===== src/rtl/cp0_pkg.sv =====
// Coprocessor-0 shared definitions: register numbers, exception codes and
// SR/Cause field positions.
package cp0_pkg;

  localparam int HW_INT_W = 6;

  localparam logic [4:0] CP0_SR    = 5'd12;
  localparam logic [4:0] CP0_CAUSE = 5'd13;
  localparam logic [4:0] CP0_EPC   = 5'd14;
  localparam logic [4:0] CP0_PRID  = 5'd15;

  localparam logic [4:0] EXC_INT  = 5'd0;
  localparam logic [4:0] EXC_ADEL = 5'd4;
  localparam logic [4:0] EXC_ADES = 5'd5;
  localparam logic [4:0] EXC_RI   = 5'd10;
  localparam logic [4:0] EXC_OV   = 5'd12;

  // SR field positions
  localparam int SR_IE     = 0;
  localparam int SR_EXL    = 1;
  localparam int SR_IM_LO  = 10;
  localparam int SR_IM_HI  = 15;

  // Cause field positions
  localparam int CAUSE_EXC_LO = 2;
  localparam int CAUSE_EXC_HI = 6;
  localparam int CAUSE_IP_LO  = 10;
  localparam int CAUSE_IP_HI  = 15;
  localparam int CAUSE_BD     = 31;

  localparam logic [31:0] EPC_MASK = 32'hFFFF_FFFC;

endpackage


===== src/rtl/cp0_irq_ctrl.sv =====
// Coprocessor-0: SR/Cause/EPC/PRId registers, mtc0/mfc0/eret handling and the
// M-stage flush/redirect decision for interrupts and synchronous exceptions.
module cp0_irq_ctrl
  import cp0_pkg::*;
#(
  parameter logic [31:0] HANDLER_ADDR = 32'h0000_4180,
  parameter logic [31:0] PRID         = 32'h2021_0007
) (
  input  logic                clk,
  input  logic                reset,
  input  logic [HW_INT_W-1:0] hw_int,
  input  logic [31:0]         pc_m,
  input  logic                bd_m,
  input  logic [4:0]          exc_code_m,
  input  logic                mtc0_we,
  input  logic [4:0]          cp0_addr,
  input  logic [31:0]         cp0_wdata,
  output logic [31:0]         cp0_rdata,
  input  logic                eret_m,
  output logic                req,
  output logic [31:0]         handler_pc,
  output logic [31:0]         epc_out
);

  logic [HW_INT_W-1:0] sr_im;
  logic                sr_exl;
  logic                sr_ie;
  logic                cause_bd;
  logic [HW_INT_W-1:0] cause_ip;
  logic [4:0]          cause_exc;
  logic [31:0]         epc;

  logic        int_req;
  logic        exc_req;
  logic [31:0] sr_word;
  logic [31:0] cause_word;
  logic [31:0] epc_next;

  assign int_req = sr_ie & ~sr_exl & (|(sr_im & hw_int));
  assign exc_req = (exc_code_m != EXC_INT) & ~sr_exl;
  assign req     = int_req | exc_req;

  assign handler_pc = HANDLER_ADDR;
  assign epc_out    = epc;

  // Restart point: a delay-slot instruction resumes at its branch
  assign epc_next = (bd_m ? (pc_m - 32'd4) : pc_m) & EPC_MASK;

  always_ff @(posedge clk) begin
    if (reset) begin
      sr_im     <= '0;
      sr_exl    <= 1'b0;
      sr_ie     <= 1'b0;
      cause_bd  <= 1'b0;
      cause_ip  <= '0;
      cause_exc <= EXC_INT;
      epc       <= '0;
    end else begin
      cause_ip <= hw_int;
      if (req) begin
        // The flushed instruction never commits, so its mtc0/eret is dropped
        sr_exl    <= 1'b1;
        cause_bd  <= bd_m;
        cause_exc <= int_req ? EXC_INT : exc_code_m;
        epc       <= epc_next;
      end else begin
        if (mtc0_we) begin
          unique case (cp0_addr)
            CP0_SR: begin
              sr_im  <= cp0_wdata[SR_IM_HI:SR_IM_LO];
              sr_exl <= cp0_wdata[SR_EXL];
              sr_ie  <= cp0_wdata[SR_IE];
            end
            CP0_EPC: epc <= cp0_wdata & EPC_MASK;
            default: ;
          endcase
        end
        if (eret_m) begin
          sr_exl <= 1'b0;
        end
      end
    end
  end

  always_comb begin
    sr_word = '0;
    sr_word[SR_IM_HI:SR_IM_LO] = sr_im;
    sr_word[SR_EXL]            = sr_exl;
    sr_word[SR_IE]             = sr_ie;
  end

  always_comb begin
    cause_word = '0;
    cause_word[CAUSE_BD]                    = cause_bd;
    cause_word[CAUSE_IP_HI:CAUSE_IP_LO]     = cause_ip;
    cause_word[CAUSE_EXC_HI:CAUSE_EXC_LO]   = cause_exc;
  end

  always_comb begin
    cp0_rdata = '0;
    case (cp0_addr)
      CP0_SR:    cp0_rdata = sr_word;
      CP0_CAUSE: cp0_rdata = cause_word;
      CP0_EPC:   cp0_rdata = epc;
      CP0_PRID:  cp0_rdata = PRID;
      default:   cp0_rdata = '0;
    endcase
  end

endmodule


===== config.mk =====
export PLATFORM = sky130hd
export DESIGN_NAME = cp0_irq_ctrl
export DESIGN_NICKNAME = d
export VERILOG_FILES = /design/src/rtl/cp0_pkg.sv /design/src/rtl/cp0_irq_ctrl.sv
export SDC_FILE = /design/constraint.sdc
export NUM_CORES = 1
export LEC_CHECK = 0
export CAP_MARGIN = 10
export CORE_MARGIN = 1.5
export CORE_UTILIZATION = 36
export CTS_BUF_LIST = sky130_fd_sc_hd__clkbuf_16
export CTS_CLUSTER_SIZE = 40
export DETAILED_ROUTE_END_ITERATION = 16
export PLACE_DENSITY = 0.78
export SLEW_MARGIN = 20
export SYNTH_ARGS = -nofsm -noshare
export SYNTH_HDL_FRONTEND = slang
export SYNTH_SLANG_ARGS = --single-unit

===== constraint.sdc =====
create_clock -name clk -period 2.44 [get_ports clk]
set_clock_uncertainty 0.15 [all_clocks]
set_input_delay 0.366 -clock clk [delete_from_list [all_inputs] [get_ports clk]]
set_output_delay 0.366 -clock clk [all_outputs]
set_load 0.02 [all_outputs]

[Word-level counts from Yosys, hierarchy flattened]
Cells that the tools add are included.
Operators by class
  reduce and logical (&&, ||, !) cells: 9
  bitwise logic cells: 7
  multiplexer cells: 10
  add/sub/neg operators: 1
  equality and inequality tests: 4
Operators by type and width (number)
  $mux W32: 4
  $pmux W32 S4: 1
  $sub A32 B3 Y32 const B: 1
  $eq A5 B4 Y1 const B: 4
  $and A6 B6 Y6: 1
  $reduce_bool A3 Y1: 2
  $reduce_or A6 Y1: 1
  $mux W5: 1
  $reduce_bool A5 Y1: 1
  $mux W1: 4
  $reduce_and A2 Y1: 2
  $reduce_bool A2 Y1: 2
  $and A1 B1 Y1: 3
  $reduce_and A3 Y1: 1
  $not A1 Y1: 2
  $or A1 B1 Y1: 1
Storage, ports and cells
  input bits: 85
  register bits: 50
  word-level logic and storage cells: 38
  output and inout port bits: 97

[Longest topological paths before layout]
  depth after elaboration: 6
  mapped depth: 8
  depth with buffers taken out: 7

[Least setup slack after synthesis]
OpenSTA, ideal clock, no wires.
  path type: input port to flip-flop
  start: input pc_m[8]
  end: register epc[27] (netlist: epc_out[27])
  buffers on the path: 0
  data arrival time: 2188 ps
  setup time: 91 ps
  data required time: 2199 ps
  stages: 4
  setup slack: 11 ps
  path through: or4_4 > or4_4 > or4_1 > a311oi_1
On the way
  longest elaborated chain between the ends: 3
RTL lines
  from (decl): RTL line cp0_irq_ctrl.sv:12  | input logic [31:0] pc_m,
  $sub A32 B3 Y32: RTL line cp0_irq_ctrl.sv:47  | assign epc_next = (bd_m ? (pc_m - 32'd4) : pc_m) & EPC_MASK;
  $mux W32: RTL line cp0_irq_ctrl.sv:47
  $mux W32: RTL line cp0_irq_ctrl.sv:60  | if (req) begin
  to (signal assigned): RTL line cp0_irq_ctrl.sv:65  | epc <= epc_next;
  to (signal assigned): RTL line cp0_irq_ctrl.sv:74  | CP0_EPC: epc <= cp0_wdata & EPC_MASK;
  to (decl): RTL line cp0_irq_ctrl.sv:31  | logic [31:0] epc;
No other way between the ends.
A chain may end at the register's enable or synchronous reset.

[Worst setup path after layout]
  start: input pc_m[22]
  end: register epc[27] (netlist: epc_out[27])
Same word-level chain as after synthesis.

==> impl_metrics.tcl <==
set metrics [dict create \
    fin_crit_sh 0.990 \
    cts.reportedPaths.clkPinSlew_ns 0.07 \
    syn_avg_cell_area_sq_um 7.76 \
    rows 35 \
    cp_cell_sequence "clkdlybuf4s50_1 > or4_4 > or4_4 > or4_4 > a311oi_2" \
    syn_area_sq_um 3400 \
    power.density_nw_per_um2 445 \
    start_util 0.370 \
    slowest_delay_ns 0.50 \
    seq_area_frac_synth 0.295 \
    max_freq_ghz 0.414 \
    synth_warnings 0 \
    cts_setup_buffers 0 \
    wl_met1_mm 5.12 \
    highest-signal-layer "met4" \
    grt-ovfl-total 0 \
    ir_worst_vdd_uv 293 \
    met2_length_mm 5.86 \
    cp_max_fo 2 \
    htree_levels 2 \
    ant_nets 0 \
    ys_top_cells_by_area "dfxtp_1, a211oi_1, buf_4" \
    synthFlopType "dfxtp_1" \
    final_hold_viol_count 0 \
    drv_cap 0 \
    cpMostUsedCell "or4_4" \
    post-place-ws_ns -0.426 \
    grt_max_degree 51 \
    holdWs_ns 0.308 \
    gp_congestion 0.881 \
    drc 0 \
    crit_type "in2reg" \
    end_kind "flip-flop" \
    grt_use_total 0.234 \
    drt-pass1-iter-count 5 \
    yosysTopAreaCell "dfxtp_1" \
    relSlewSlack 0.633 \
    finalSetupViolCount 0 \
    antenna_found_initial 0 \
    ctsHoldBuffers 0 \
    leakage_nw 2.40 \
    drt_first_iter_violations 250 \
    slowest_stage "or4_4" \
    setup_slack_ns 0.0250 \
    core_area_sq_um 9200 \
    ioPinCount 182 \
    fin_crit_ns 2.42 \
    tightest_slew_ns 0.551 \
    cts_root_buf "clkbuf_16" \
    diodes 0 \
    synth_cell_types 41 \
    nets 706 \
    netlist_instances 438 \
    synth_seq_cells 50 \
    synth_top_cell_area_share 0.295 \
    status "complete, no violations" \
    grt_pass1_vias 3684 \
    clock_path_buffers 2 \
    multiInputGateArea_sq_um 2210 \
    cts.sink_count 50 \
    drv_slew 0 \
    die_x_um 100 \
    io_buffers 145 \
    dieArea_sq_um 10000 \
    clock_latency_ns 0.29 \
    drt-wirelength-per-cell_um 16.5 \
    min_path_type "reg2reg" \
    dpl.hpwl_mm 9.55 \
    synth_edf_count 0 \
    die_h_um 100 \
    final_layout_size_suffix_gt1_frac 0.158 \
    syn2layout_area_growth_pct 61.7 \
    critPathLaunchType "input port" \
    cts_tree "yes" \
    synthArstFlopShare 0 \
    dr_total_vias 3974 \
    via_per_inst 5.43 \
    fillCellCount 862 \
    cts_buffers 5 \
    wirelength_mm 12.1 \
    cp.required_ns 2.50 \
    grt_pass1_wl_mm 18.6 \
    crit_arrival_ns 2.47 \
    routed-wl-met3_um 808 \
    seqCellArea_sq_um 1000 \
]
[worst max-delay path: cells and delay by family]
kind            cells  cell delay [ns]
buf+inv             1             0.43
simple gates        3             1.42
compound gates      1             0.26
[final timing paths]
check                               from           to  slack [ns]  depth (start not counted)
worst max-delay path            pc_m[22]  epc_out[27]        0.02                          5
worst min-delay path            cause_bd     cause_bd        0.31                          2
worst max register to register  sr_im[0]  epc_out[27]        0.32                          7
worst min register to register  cause_bd     cause_bd        0.31                          2
[metal layers]
layer / vias up / global-route usage
met4: 0 / 0.0834
met3: 28 / 0.0348
met1: 1856 / 0.303
met5: - / 0
met2: 195 / 0.395
li1: 1895 / -
[placed cells by master, fill, tap and decap left out, types with 2 or more instances in the layout]
cell	Yosys	layout
a211oi_1	35	33
a211oi_2	0	2
a21boi_0	2	2
a21oi_1	14	14
a22oi_1	10	7
a22oi_2	0	3
a311oi_1	15	14
and3_1	34	34
and3b_1	2	2
buf_12	0	2
buf_4	34	66
clkbuf_16	0	5
clkdlybuf4s15_1	0	2
clkdlybuf4s50_1	0	100
conb_1	2	34
dfxtp_1	50	50
dlygate4sd2_1	0	36
dlymetal6s2s_1	0	6
inv_1	6	5
mux2i_1	14	14
nand2_1	24	24
nand3_1	14	14
nand3b_1	3	3
nand4_1	7	7
nor2_1	54	54
nor2b_1	9	8
nor3_1	9	8
nor3b_1	4	4
nor4_1	8	7
nor4_4	0	2
nor4bb_1	2	2
o21ai_0	3	3
or3_1	2	2
or4_1	6	2
or4_4	2	6
xnor2_1	15	15
xor2_1	10	10
[report_power, final]
group,switching (mW),internal [mW],leakage (nW)
logic,0.364,0.341,1.90
registers,0.0529,0.878,0.414
clock network,0.318,0.489,0.0844
total,0.735,1.71,2.40
[stage by stage]
stage                util  setup TNS (ns)  area, sq um  total power, mW  std cells
floorplan               -               0         3520             1.29        470
global placement    0.572          -13.61         5260             1.63        724
detailed placement  0.572          -14.32         5260             1.64        724
CTS                 0.588               0         5410             2.44        732
global route        0.598         -0.0198         5500             2.54        732
finish              0.598               0         5500             2.44        732
[flip-flops by register name (all words and copies together), names as in the netlist]
register   count
epc_out       30
sr_im          6
cause_bd       1
cause_exc      5
sr_exl         1
sr_ie          1
cause_ip       6
[cells by family (layout without fill, tap and decap cells)]
| family | after synthesis | in the layout | share of synthesized area |
|---|---|---|---|
| DFF | 50 | 50 | 0.295 |
| buffers and inverters | 75 | 226 | 0.120 |
| muxes | 14 | 14 | 0.0412 |
| and+or+nand+nor | 188 | 188 | 0.297 |
| xor gates and xnor gates | 25 | 25 | 0.0644 |
| adders and majority gates | 1 | 1 | 0.00368 |
| AOI/OAI and AO/OA | 83 | 83 | 0.176 |
| other | 2 | 34 | 0.00221 |
[synth_stat cells (all sizes together) (3+ instances only)]
| master | number |
|---|---|
| a211oi | 35 |
| a21oi | 14 |
| a22oi | 10 |
| a311oi | 15 |
| and3 | 34 |
| buf | 36 |
| clkbuf | 33 |
| dfxtp | 50 |
| inv | 6 |
| mux2i | 14 |
| nand2 | 24 |
| nand3 | 14 |
| nand3b | 3 |
| nand4 | 7 |
| nor2 | 54 |
| nor2b | 9 |
| nor3 | 9 |
| nor3b | 4 |
| nor4 | 9 |
| o21ai | 3 |
| or4 | 9 |
| xnor2 | 15 |
| xor2 | 10 |
[what timing repair did]
action,CTS,global route
pin swaps,7,6
setup endpoints to repair,37,18
gates resized for setup,47,23
[layout make-up]
class                   count  area share
multi-input cells         345       0.403
repair buffers            212       0.354
flip-flops and latches     50       0.182
well taps                 111      0.0253
clock buffers               5      0.0228
clock inverters             3     0.00865
inverters                   6     0.00410
(Power assumes the default switching activity.)
